### src/rtl/div_seq_ctrl.sv
// div_seq_ctrl: radix-2 restoring divide sequencer for DIV/DIVU (quotient->LO, remainder->HI)
//   clk, reset (async, active-high)
//   div_start, div_signed, div_cancel, dividend, divisor : request side
//   div_busy (in CALC), div_complete (one-cycle pulse), quotient, remainder : result side
module div_seq_ctrl #(
    parameter int WIDTH = 32
) (
    input  logic             clk,
    input  logic             reset,
    input  logic             div_start,
    input  logic             div_signed,
    input  logic             div_cancel,
    input  logic [WIDTH-1:0] dividend,
    input  logic [WIDTH-1:0] divisor,
    output logic             div_busy,
    output logic             div_complete,
    output logic [WIDTH-1:0] quotient,
    output logic [WIDTH-1:0] remainder
);
    localparam int CW = $clog2(WIDTH);
    localparam logic [CW-1:0] LAST = CW'(WIDTH - 1);
    localparam logic [1:0] S_IDLE = 2'd0;
    localparam logic [1:0] S_CALC = 2'd1;
    localparam logic [1:0] S_DONE = 2'd2;
    logic [1:0]       state;
    logic [CW-1:0]    cnt;
    logic [WIDTH:0]   p;
    logic [WIDTH-1:0] aq, dvs, dvd_raw;
    logic             neg_q, neg_r, dz;
    logic             accept, ge;
    logic [WIDTH:0]   p_sh, p_nx;
    logic [WIDTH-1:0] aq_nx, q_fin, r_fin, a_abs, b_abs;
    assign div_busy     = state == S_CALC;
    assign div_complete = state == S_DONE;
    assign accept = div_start && !div_cancel && (state == S_IDLE || state == S_DONE);
    // aq holds the unconsumed dividend bits in its top and the growing quotient in its bottom
    always_comb begin
        a_abs = (div_signed && dividend[WIDTH-1]) ? -dividend : dividend;
        b_abs = (div_signed && divisor[WIDTH-1]) ? -divisor : divisor;
        p_sh  = {p[WIDTH-1:0], aq[WIDTH-1]};
        ge    = p_sh >= {1'b0, dvs};
        p_nx  = ge ? p_sh - {1'b0, dvs} : p_sh;
        aq_nx = {aq[WIDTH-2:0], ge};
        q_fin = dz ? '1 : neg_q ? -aq_nx : aq_nx;
        r_fin = dz ? dvd_raw : neg_r ? -p_nx[WIDTH-1:0] : p_nx[WIDTH-1:0];
    end
    always_ff @(posedge clk or posedge reset) begin
        if (reset) begin
            state     <= S_IDLE;
            cnt       <= '0;
            p         <= '0;
            aq        <= '0;
            dvs       <= '0;
            dvd_raw   <= '0;
            neg_q     <= 1'b0;
            neg_r     <= 1'b0;
            dz        <= 1'b0;
            quotient  <= '0;
            remainder <= '0;
        end else if (accept) begin
            state   <= S_CALC;
            cnt     <= '0;
            p       <= '0;
            aq      <= a_abs;
            dvs     <= b_abs;
            dvd_raw <= dividend;
            neg_q   <= div_signed && (dividend[WIDTH-1] ^ divisor[WIDTH-1]);
            neg_r   <= div_signed && dividend[WIDTH-1];
            dz      <= divisor == '0;
        end else if (state == S_CALC) begin
            if (div_cancel) begin
                state <= S_IDLE;
            end else begin
                p   <= p_nx;
                aq  <= aq_nx;
                cnt <= cnt + 1'b1;
                if (cnt == LAST) begin
                    state     <= S_DONE;
                    quotient  <= q_fin;
                    remainder <= r_fin;
                end
            end
        end else begin
            state <= S_IDLE;
        end
    end
endmodule

### config.mk
export PLATFORM = sky130hd
export DESIGN_NAME = div_seq_ctrl
export DESIGN_NICKNAME = d
export VERILOG_FILES = /design/src/rtl/div_seq_ctrl.sv
export SDC_FILE = /design/constraint.sdc
export NUM_CORES = 1
export LEC_CHECK = 0
export CAP_MARGIN = 20
export CELL_PAD_IN_SITES_DETAIL_PLACEMENT = 0
export CELL_PAD_IN_SITES_GLOBAL_PLACEMENT = 1
export CORE_MARGIN = 2
export CORE_UTILIZATION = 40
export DETAILED_ROUTE_END_ITERATION = 10
export PLACE_DENSITY_LB_ADDON = 0.2
export SLEW_MARGIN = 20
export SYNTH_ARGS = -nofsm -noshare
export SYNTH_HDL_FRONTEND = slang
export SYNTH_SLANG_ARGS = --single-unit
### constraint.sdc
create_clock -name clk -period 8.2 [get_ports clk]
set_clock_uncertainty 0.2 [all_clocks]
set_input_delay 1.64 -clock clk [delete_from_list [all_inputs] [get_ports clk]]
set_output_delay 1.64 -clock clk [all_outputs]
set_load 0.005 [all_outputs]
==> impl_metrics.yaml, run 1 <==
detailed_routing:
  via_count: 12000
  route.detailed.drc: 0
  routed_wl_um: 42100
  viasPerCell: 5.63
  drt-initial-drc-count: 900
  wl_per_cell_um: 19.8
  first_pass_iters: 7
  drtAntennaViolNets: 0
floorplanning:
  rows: 66
  io_pins: 135
  dieArea_sq_um: 34400
  dieWidth_um: 186
  start_util: 0.405
  core_area_sq_um: 32500
  die_h_um: 186
clock_network:
  clock_latency_ns: 0.54
  clk_pin_slew_ns: 0.06
  cts-root-buf: "clkbuf_16"
  clock_sinks: 202
  cts_tree: "yes"
  cts_setup_buffers: 0
  cts.repair.resized: 0
  ctsHtreeMaxLevel: 1
  cts_buffer_depth: 3
  cts_buffers: 25
  hold_buffers: 0
worst_setup_path:
  arrival_ns: 5.83
  cp_max_fo: 52
  worstRegToRegCells: 17
  path_class: "reg2reg"
  reg2reg_from: "p[24]$_DFFE_PP0P_"
  worst_setup_path_start_kind: "flip-flop"
  path_cells: "ha_1 -> nand4_1 -> or3_1 -> or4_1 -> o21ai_4 -> buf_4 -> a21oi_1 -> inv_1 -> ha_1 -> nand2_1 -> or3_1 -> or3_1 -> o31a_1 -> nor3_2 -> nand3_1 -> a211o_1 -> nand3_1"
  crit_start: "p[24]$_DFFE_PP0P_"
  critPathTopFamily: "simple AND/OR/NAND/NOR gates"
  critPathBufInv: 2
  rrSetupSlack_ns: 2.63
  cp.depth: 17
  max_stage_delay_ns: 0.67
  worstReg2RegEnd: "remainder[30]$_DFFE_PP0P_"
  worst_path_most_repeated_cell: "or3_1"
  slowest_stage: "or4_1"
  crit_path_end_kind: "flip-flop"
  critPathRequiredTime_ns: 8.46
  critPathCapture: "remainder[30]$_DFFE_PP0P_"
yosys:
  seq_area_frac_synth: 0.383
  synth_compound_area_frac: 0.230
  synth-main-ff-cell: "dfrtp_1"
  synth_top_area_cell: "dfrtp_1"
  synth_mux_area_frac: 0.0245
  synthXorXnorAreaFrac: 0.0910
  synth_area_per_cell_sq_um: 8.33
  synthAdderAreaFrac: 0.0376
  synth_top_family_by_area: "compound AO/OA/AOI/OAI gates"
  yosysWarnings: 0
  synth_top_area_share: 0.383
  yosys.cell_types.count: 82
  ys_seq_elements: 202
  postSynthCellCount: 1583
  syn_area_sq_um: 13200
  synthSimpleGateAreaFrac: 0.189
  synthArstFlopShare: 1.00
  synth.area.top_cells: "dfrtp_1 (38%), nand2_1 (7.1%), o21ai_0 (6.1%)"
  synth_edf_count: 0
  synth_nets: 1691
grt:
  grt_pass1_wl_um: 65600
  grt_overflow_total: 0
  grt.total_usage: 0.244
  grt_antenna_before_repair: 1
  grt_max_degree: 141
  first_global_vias: 11300
sta:
  drv_slew: 0
  finalSetupTns_ns: 0
  rsz0062_at_grt: "false"
  slew_headroom: 0.262
  tightestPinTransition_ns: 1.09
  finalHoldViolations: 0
  setup_viol: 0
  max_freq_mhz: 180
  fin_crit_ns: 5.57
  fin_crit_sh: 0.679
cells_and_area:
  multi_input_area_sq_um: 7560
  regArea_sq_um: 5050
  antenna_cells: 0
  n_fill_cell: 3220
  synthToLayoutAreaGrowth_pct: 18.2
  drive_above_1_share: 0.0482
  stdcell_count: 2124
  finalNetCount: 1777
power_and_ir_drop:
  switching_share: 0.361
  max-vdd-ir-drop_uv: 162
  internal_power_w: 0.00209
  power.density_nw_per_um2: 209
  p_clk_frac: 0.314
  p_leak_nw: 6.71
  power_frac_seq: 0.383
  p_switching_w: 0.00118
  comb_power_share: 0.304
job:
  cap_violations: 0
placed_design:
  placedCellCount: 2084
  dp.final_hpwl_um: 31200
  gp_congestion: 0.910
  portBuffers: 134
run_status:
  status: "finished, final reports clean"
hold_path:
  holdCritPathClass: "reg2reg"
power groups by stage:
stage          combinational [W]  clock (W)  sequential, W
2_1_floorplan           0.000719          0        0.00122
3_3_place_gp            0.000976          0        0.00126
3_5_place_dp            0.000976          0        0.00126
4_1_cts                 0.000983    0.00105        0.00125
5_1_grt                  0.00110    0.00109        0.00127
6_report                0.000991    0.00103        0.00125
synthesized netlist by cell type (4+ instances only):
library cell  count
a211o_1           4
a211oi_1         10
a21o_1           10
a21oi_1         111
a22o_1            8
a22oi_1          31
a31oi_1          20
and2_1            9
and3_1            5
and4_1            5
buf_1             5
buf_2            10
buf_4             4
clkbuf_1         69
dfrtp_1         202
ha_1             38
inv_1            56
mux2i_1          30
nand2_1         249
nand2b_1          9
nand3_1          23
nand3b_1          4
nand4_1          15
nor2_1          125
nor2b_1           4
nor3_1           42
nor4_1           12
o211ai_1         12
o21a_1           16
o21ai_0         161
o21ai_1          12
o21bai_1          5
o31ai_1          24
o41ai_1          12
or2_2             4
or3_1            17
or4_1             8
xnor2_1          63
xor2_1           74
routing by layer:
metal	routed length (um)	global-route usage	part of all wire
met1	20700	0.377	0.49
met2	17900	0.359	0.42
met3	2780	0.0360	0.066
met4	792	0.0535	0.019
met5	0	0	0
cell usage in the layout (no fill, tap or decap), types with 6 or more instances in the layout:
cell type	instances
a31oi_1	20
dfrtp_1	202
buf_4	14
nand3_1	23
xnor2_1	63
a21o_1	10
clkbuf_1	6
clkdlybuf4s50_1	134
nor3_1	41
a22oi_1	31
o21ai_1	12
a21oi_1	111
or4_1	8
nand2b_1	9
nand4_1	15
clkbuf_16	25
o21ai_0	161
inv_1	55
o41ai_1	12
nand2_1	248
nor4_1	12
and2_1	9
nor2_1	123
a22o_1	8
mux2i_1	30
ha_1	38
o31ai_1	24
o211ai_1	12
o21a_1	16
xor2_1	74
or3_1	17
a211oi_1	10
how the worst min path moves through the flow:
stage	cells past startpoint	from	slack, ns	end
2_1_floorplan	2	dvd_raw[29]$_DFFE_PP0P_	0.24	dvd_raw[29]$_DFFE_PP0P_
3_5_place_dp	2	dvd_raw[13]$_DFFE_PP0P_	0.26	dvd_raw[13]$_DFFE_PP0P_
5_1_grt	2	dvs[2]$_DFFE_PP0P_	0.30	dvs[2]$_DFFE_PP0P_
3_3_place_gp	2	dvd_raw[4]$_DFFE_PP0P_	0.26	dvd_raw[4]$_DFFE_PP0P_
6_report	2	remainder[17]$_DFFE_PP0P_	0.28	remainder[17]$_DFFE_PP0P_
4_1_cts	2	dvd_raw[13]$_DFFE_PP0P_	0.28	dvd_raw[13]$_DFFE_PP0P_
kinds of logic after synthesis:
logic type      Yosys count
simple gates            545
compound gates          480
flops                   202
buf+inv                 148
xor+xnor                137
fa+ha+maj                39
mux                      32
state kept, by name (all words and copies together) (netlist names):
register / cells
aq: 32
dvd_raw: 32
dvs: 32
p: 32
quotient: 32
remainder: 32
cnt: 5
state: 2
dz: 1
neg_q: 1
neg_r: 1
worst register-to-register path, delay by kind of cell (launching register included):
family / cells / cell delay, ns
AOI/OAI and AO/OA: 4 / 0.88
and+or+nand+nor: 9 / 2.59
DFF: 1 / 0.42
adders and majority gates: 2 / 0.71
buffers and inverters: 2 / 0.71
per-stage QoR:
step | area [sq um] | setup WS, ns | utilization | hold slack [ns] | total power, W
global placement | 14800 | 2.81 | 0.456 | 0.259 | 0.00224
finish | 15600 | 2.63 | 0.479 | 0.276 | 0.00327
floorplan | 13200 | 0.849 | - | 0.237 | 0.00194
detailed placement | 14800 | 2.75 | 0.456 | 0.262 | 0.00224
global route | 15600 | 2.23 | 0.479 | 0.299 | 0.00346
CTS | 15600 | 2.72 | 0.479 | 0.276 | 0.00328
cell type report:
class	count	share of cell area
flip-flops and latches	202	0.324
inverters	59	0.0152
repair buffers	148	0.0928
multi-input cells	1233	0.485
clock buffers	35	0.0451
clock inverters	5	0.00217
well taps	442	0.0355
Note: power is estimated with default switching activity, not from simulation.
==> run 2: changes to the inputs <==
==> constraint.sdc (replaced) <==
create_clock -name clk -period 5.15 [get_ports clk]
set_clock_uncertainty 0.2 [all_clocks]
set_input_delay 1.03 -clock clk [delete_from_list [all_inputs] [get_ports clk]]
set_output_delay 1.03 -clock clk [all_outputs]
set_load 0.005 [all_outputs]
==> impl_metrics.yaml, run 2 (synthesis results as in run 1) <==
cells_and_area:
  regArea_sq_um: 5050
  antenna_cells: 0
  final_common_cell: "nand2_1"
  finalNetCount: 1803
  final_cell_mix: "nand2_1 (248), dfrtp_1 (202), o21ai_0 (161), clkdlybuf4s50_1 (134), nor2_1 (123)"
  stdcell_count: 2152
  multi_input_area_sq_um: 7580
  n_fill_cell: 3251
  synthToLayoutAreaGrowth_pct: 20.3
  final_cell_area_sq_um: 15900
  drive_above_1_share: 0.0626
grt:
  grtUsageMet3: 0.0372
  grt_overflow_total: 0
  use_met1: 0.383
  grt_max_degree: 158
  use_met2: 0.375
  grt_antenna_before_repair: 0
  top_usage_layer: "met1"
  grt_pass1_wl_um: 67200
  grt.total_usage: 0.250
  first_global_vias: 11500
clock_network:
  hold_buffers: 0
  cts_tree: "yes"
  clk_pin_slew_ns: 0.06
  clock_sinks: 202
  cts_buffer_depth: 3
  clock_latency_ns: 0.53
  cts_setup_buffers: 0
  cts-root-buf: "clkbuf_16"
  cts_buffers: 24
  cts.repair.resized: 0
  ctsHtreeMaxLevel: 1
placed_design:
  portBuffers: 134
  dpl-instance-area_sq_um: 15100
  gp_congestion: 0.895
  dpl_worst_slack_ns: 0.261
  dp.final_hpwl_um: 32300
  placedCellCount: 2110
detailed_routing:
  route.detailed.drc: 0
  drtAntennaViolNets: 0
  first_pass_iters: 5
  drt-initial-drc-count: 1125
  wl_per_cell_um: 19.9
  via_count: 12100
  viasPerCell: 5.61
  routed_wl_um: 42900
worst_setup_path:
  path_cells: "ha_1 -> nand4_1 -> or3_1 -> or4_1 -> o21ai_4 -> inv_4 -> mux2i_1 -> ha_1 -> nand2_1 -> or3_1 -> or3_1 -> o31a_1 -> nor3_4 -> nand3_1 -> a211o_1 -> nand3_1"
  worstRegToRegCells: 16
  rrSetupSlack_ns: 0.27
  arrival_ns: 5.14
  cp.depth: 16
  path_class: "reg2reg"
  crit_path_end_kind: "flip-flop"
  critPathBufInv: 1
  reg2reg_from: "p[25]$_DFFE_PP0P_"
  max_stage_delay_ns: 0.59
  critPathCapture: "remainder[30]$_DFFE_PP0P_"
  crit_start: "p[25]$_DFFE_PP0P_"
  worst_setup_path_start_kind: "flip-flop"
  worst_path_most_repeated_cell: "or3_1"
  cp_max_fo: 7
  worstReg2RegEnd: "remainder[30]$_DFFE_PP0P_"
  critPathTopFamily: "simple AND/OR/NAND/NOR gates"
  critPathRequiredTime_ns: 5.41
  slowest_stage: "or4_1"
power_and_ir_drop:
  power.density_nw_per_um2: 335
  max-vdd-ir-drop_uv: 208
  p_leak_nw: 6.87
sta:
  rsz0062_at_grt: "true"
  setup_viol: 0
  max_freq_mhz: 205
  setup_slack_ns: 0.268
  drv_slew: 0
  tightestPinTransition_ns: 1.05
  fin_crit_sh: 0.948
  fin_crit_ns: 4.88
  finalSetupTns_ns: 0
  slew_headroom: 0.298
  finalHoldViolations: 0
  fin_hold_ws_ns: 0.274
hold_path:
  holdCritPathClass: "reg2reg"
floorplanning:
  dieArea_sq_um: 34400
  io_pins: 135
  rows: 66
  core_area_sq_um: 32500
  dieWidth_um: 186
  start_util: 0.405
  die_h_um: 186
run_status:
  status: "finished, final reports clean"
job:
  cap_violations: 0
==> run 2: changes by cell type in the layout (fill, tap and decap cells not counted) <==
cell	previous run	this run
buf_4	14	39
clkbuf_1	6	9
buf_12	0	2
bufinv_16	0	2
a211oi_2	1	0
a211oi_4	0	1
clkbuf_8	4	3
clkinv_8	1	0
clkinvlp_4	2	1
inv_6	1	0
nor3_2	3	2
nor3_4	0	1
o21ai_1	12	11
o21ai_2	0	1
==> run 2: tightest hold or removal path: cells and delay by family, from the launching register on <==
family,cells,cell delay (ns)
flops,1,0.34
simple gates,2,0.10
==> run 2: cell type report <==
cell class,instances,share of cell area
multi-input combinational,1233,0.478
sequential,202,0.319
timing repair buffer,175,0.106
clock buffer,37,0.0442
tap,442,0.0349
inverter,59,0.0144
clock inverter,4,0.00442
==> run 2: routing by layer <==
| metal | up-vias | share of wire |
|---|---|---|
| met2 | 360 | 0.43 |
| met4 | 0 | 0.015 |
| li1 | 5854 | - |
| met5 | - | 0 |
| met3 | 38 | 0.058 |
| met1 | 5817 | 0.50 |
==> run 2: report_power, final <==
| group | leakage [nW] | switching, W | total, W | internal [W] |
|---|---|---|---|---|
| combinational | 3.83 | 0.000974 | 0.00160 | 0.000628 |
| sequential | 2.67 | 0.000234 | 0.00201 | 0.00178 |
| clock | 0.376 | 0.000676 | 0.00170 | 0.00103 |
==> run 2: worst min-delay path by stage <==
stage                                  from                      end  slack, ns  depth (start not counted)
floorplan           dvd_raw[29]$_DFFE_PP0P_  dvd_raw[29]$_DFFE_PP0P_       0.24                          2
global placement     dvd_raw[5]$_DFFE_PP0P_   dvd_raw[5]$_DFFE_PP0P_       0.26                          2
detailed placement   dvd_raw[3]$_DFFE_PP0P_   dvd_raw[3]$_DFFE_PP0P_       0.26                          2
CTS                  dvd_raw[3]$_DFFE_PP0P_   dvd_raw[3]$_DFFE_PP0P_       0.28                          2
global route         dvd_raw[3]$_DFFE_PP0P_   dvd_raw[3]$_DFFE_PP0P_       0.29                          2
finish               dvd_raw[2]$_DFFE_PP0P_   dvd_raw[2]$_DFFE_PP0P_       0.27                          2
==> run 2: stage by stage <==
step                      total power, W   util
after floorplan                  0.00308      -
after global placement           0.00360  0.463
after detailed placement         0.00361  0.463
after CTS                        0.00534  0.486
after global routing             0.00564  0.488
final                            0.00532  0.488
==> run 3: changes to the inputs <==
--- a/config.mk
+++ b/config.mk
@@ -10,8 +10,9 @@
 export CELL_PAD_IN_SITES_GLOBAL_PLACEMENT = 1
 export CORE_MARGIN = 2
 export CORE_UTILIZATION = 40
+export CTS_CLUSTER_DIAMETER = 80
 export DETAILED_ROUTE_END_ITERATION = 10
-export PLACE_DENSITY_LB_ADDON = 0.2
+export PLACE_DENSITY = 0.81
 export SLEW_MARGIN = 20
 export SYNTH_ARGS = -nofsm -noshare
 export SYNTH_HDL_FRONTEND = slang
==> impl_metrics.yaml, run 3 (synthesis results as in run 1) <==
run_status:
  status: "finished, final reports clean"
grt:
  use_met2: 0.383
  grtUsageMet3: 0.0293
  grt_overflow_total: 0
  first_global_vias: 11600
  grt_pass1_wl_um: 65700
  grt.total_usage: 0.244
  grt_antenna_before_repair: 0
  grt_max_degree: 161
  use_met1: 0.358
  top_usage_layer: "met2"
floorplanning:
  core_area_sq_um: 32500
  dieArea_sq_um: 34400
  start_util: 0.405
  io_pins: 135
  rows: 66
  die_h_um: 186
  dieWidth_um: 186
power_and_ir_drop:
  p_clk_frac: 0.331
  switching_share: 0.351
  p_switching_w: 0.00189
  comb_power_share: 0.300
  internal_power_w: 0.00349
  p_leak_nw: 6.86
  max-vdd-ir-drop_uv: 239
  power_frac_seq: 0.369
  power.density_nw_per_um2: 339
cells_and_area:
  final_cell_mix: "nand2_1 (247), dfrtp_1 (202), o21ai_0 (161), clkdlybuf4s50_1 (134), nor2_1 (123)"
  final_common_cell: "nand2_1"
  synthToLayoutAreaGrowth_pct: 20.3
  n_fill_cell: 3216
  stdcell_count: 2149
  drive_above_1_share: 0.0633
  finalNetCount: 1797
  final_cell_area_sq_um: 15900
  antenna_cells: 0
placed_design:
  gp_congestion: 0.943
  placedCellCount: 2105
  dpl-instance-area_sq_um: 15000
  dpl_worst_slack_ns: 0.238
  portBuffers: 134
  dp.final_hpwl_um: 31600
sta:
  setup_slack_ns: 0.320
  fin_crit_sh: 0.938
  finalSetupTns_ns: 0
  rsz0062_at_grt: "false"
  drv_slew: 0
  fin_crit_ns: 4.83
  setup_viol: 0
  max_freq_mhz: 207
  tightestPinTransition_ns: 0.962
  fin_hold_ws_ns: 0.271
  finalHoldViolations: 0
  slew_headroom: 0.359
detailed_routing:
  wl_per_cell_um: 19.4
  routed_wl_um: 41700
  route.detailed.drc: 0
  drtAntennaViolNets: 0
  first_pass_iters: 5
  drt-initial-drc-count: 953
  via_count: 12000
  viasPerCell: 5.61
worst_setup_path:
  worstRegToRegCells: 16
  cp_max_fo: 7
  crit_path_end_kind: "flip-flop"
  critPathRequiredTime_ns: 5.41
  arrival_ns: 5.09
  path_class: "reg2reg"
  worst_setup_path_start_kind: "flip-flop"
hold_path:
  holdCritPathClass: "reg2reg"
  hold_depth: 2
clock_network:
  hold_buffers: 0
  cts-root-buf: "clkbuf_16"
  cts_buffer_depth: 3
  cts_setup_buffers: 0
  cts_buffers: 24
  clock_sinks: 202
  ctsHtreeMaxLevel: 1
  clk_pin_slew_ns: 0.06
  cts_tree: "yes"
  clock_latency_ns: 0.54
job:
  cap_violations: 0
## run 3: changes by cell type in the layout (fill, tap and decap cells not counted), moves of 2 or more
cell | previous run | this run
clkbuf_8 | 3 | 5
buf_4 | 39 | 33
clkinv_2 | 2 | 4
clkbuf_1 | 9 | 7
## run 3: final timing paths
check,start,endpoint,slack (ns)
worst min register to register,dvd_raw[22]$_DFFE_PP0P_,dvd_raw[22]$_DFFE_PP0P_,0.27
worst max register to register,p[26]$_DFFE_PP0P_,remainder[22]$_DFFE_PP0P_,0.32
max in group asynchronous,reset,dvs[2]$_DFFE_PP0P_,3.17
worst max-delay path,p[26]$_DFFE_PP0P_,remainder[22]$_DFFE_PP0P_,0.32
worst min-delay path,dvd_raw[22]$_DFFE_PP0P_,dvd_raw[22]$_DFFE_PP0P_,0.27
min in group asynchronous,reset,remainder[31]$_DFFE_PP0P_,0.84
## run 3: worst max-delay path, cell delays in order (launching register included)
cell     delay (ns)
dfrtp_1        0.41
ha_1           0.48
nand2_1        0.14
or3_1          0.43
or4_1          0.59
o21ai_4        0.24
inv_4          0.07
mux2i_2        0.22
ha_1           0.22
nand2_1        0.07
or3_1          0.33
or3_1          0.33
o31a_1         0.23
o41ai_1        0.41
xnor2_1        0.16
nor2_1         0.05
o21ai_1        0.15
## run 3: area by class of cell
class,instances,area (sq um),share of cell area
clock inverter,8,126,0.00797
tap,442,553,0.0349
clock buffer,36,696,0.0438
sequential,202,5050,0.319
multi-input combinational,1233,7580,0.478
timing repair buffer,169,1630,0.103
inverter,59,228,0.0144
## run 3: repair_timing
item	in CTS	in global routing
setup endpoints to repair	0	8
resized for setup	0	3
endpoints found under the hold margin	0	0
## run 3: per-layer routing
metal,routed length (um),up-vias
li1,-,5862
met1,19700,5750
met2,18300,378
met3,2600,56
met4,1080,0
met5,0,-
## run 3: power groups by stage
stage / registers [W] / clock network, W / logic, W
after floorplan: 0.00194 / 0 / 0.00114
after global placement: 0.00200 / 0 / 0.00159
after detailed placement: 0.00201 / 0 / 0.00159
after CTS: 0.00198 / 0.00180 / 0.00160
after global routing: 0.00202 / 0.00188 / 0.00179
final: 0.00199 / 0.00178 / 0.00161
## run 3: per-stage QoR
step	util	power (W)
6_report	0.488	0.00538
5_1_grt	0.488	0.00569
4_1_cts	0.487	0.00539
3_5_place_dp	0.462	0.00360
3_3_place_gp	0.462	0.00359
2_1_floorplan	-	0.00308
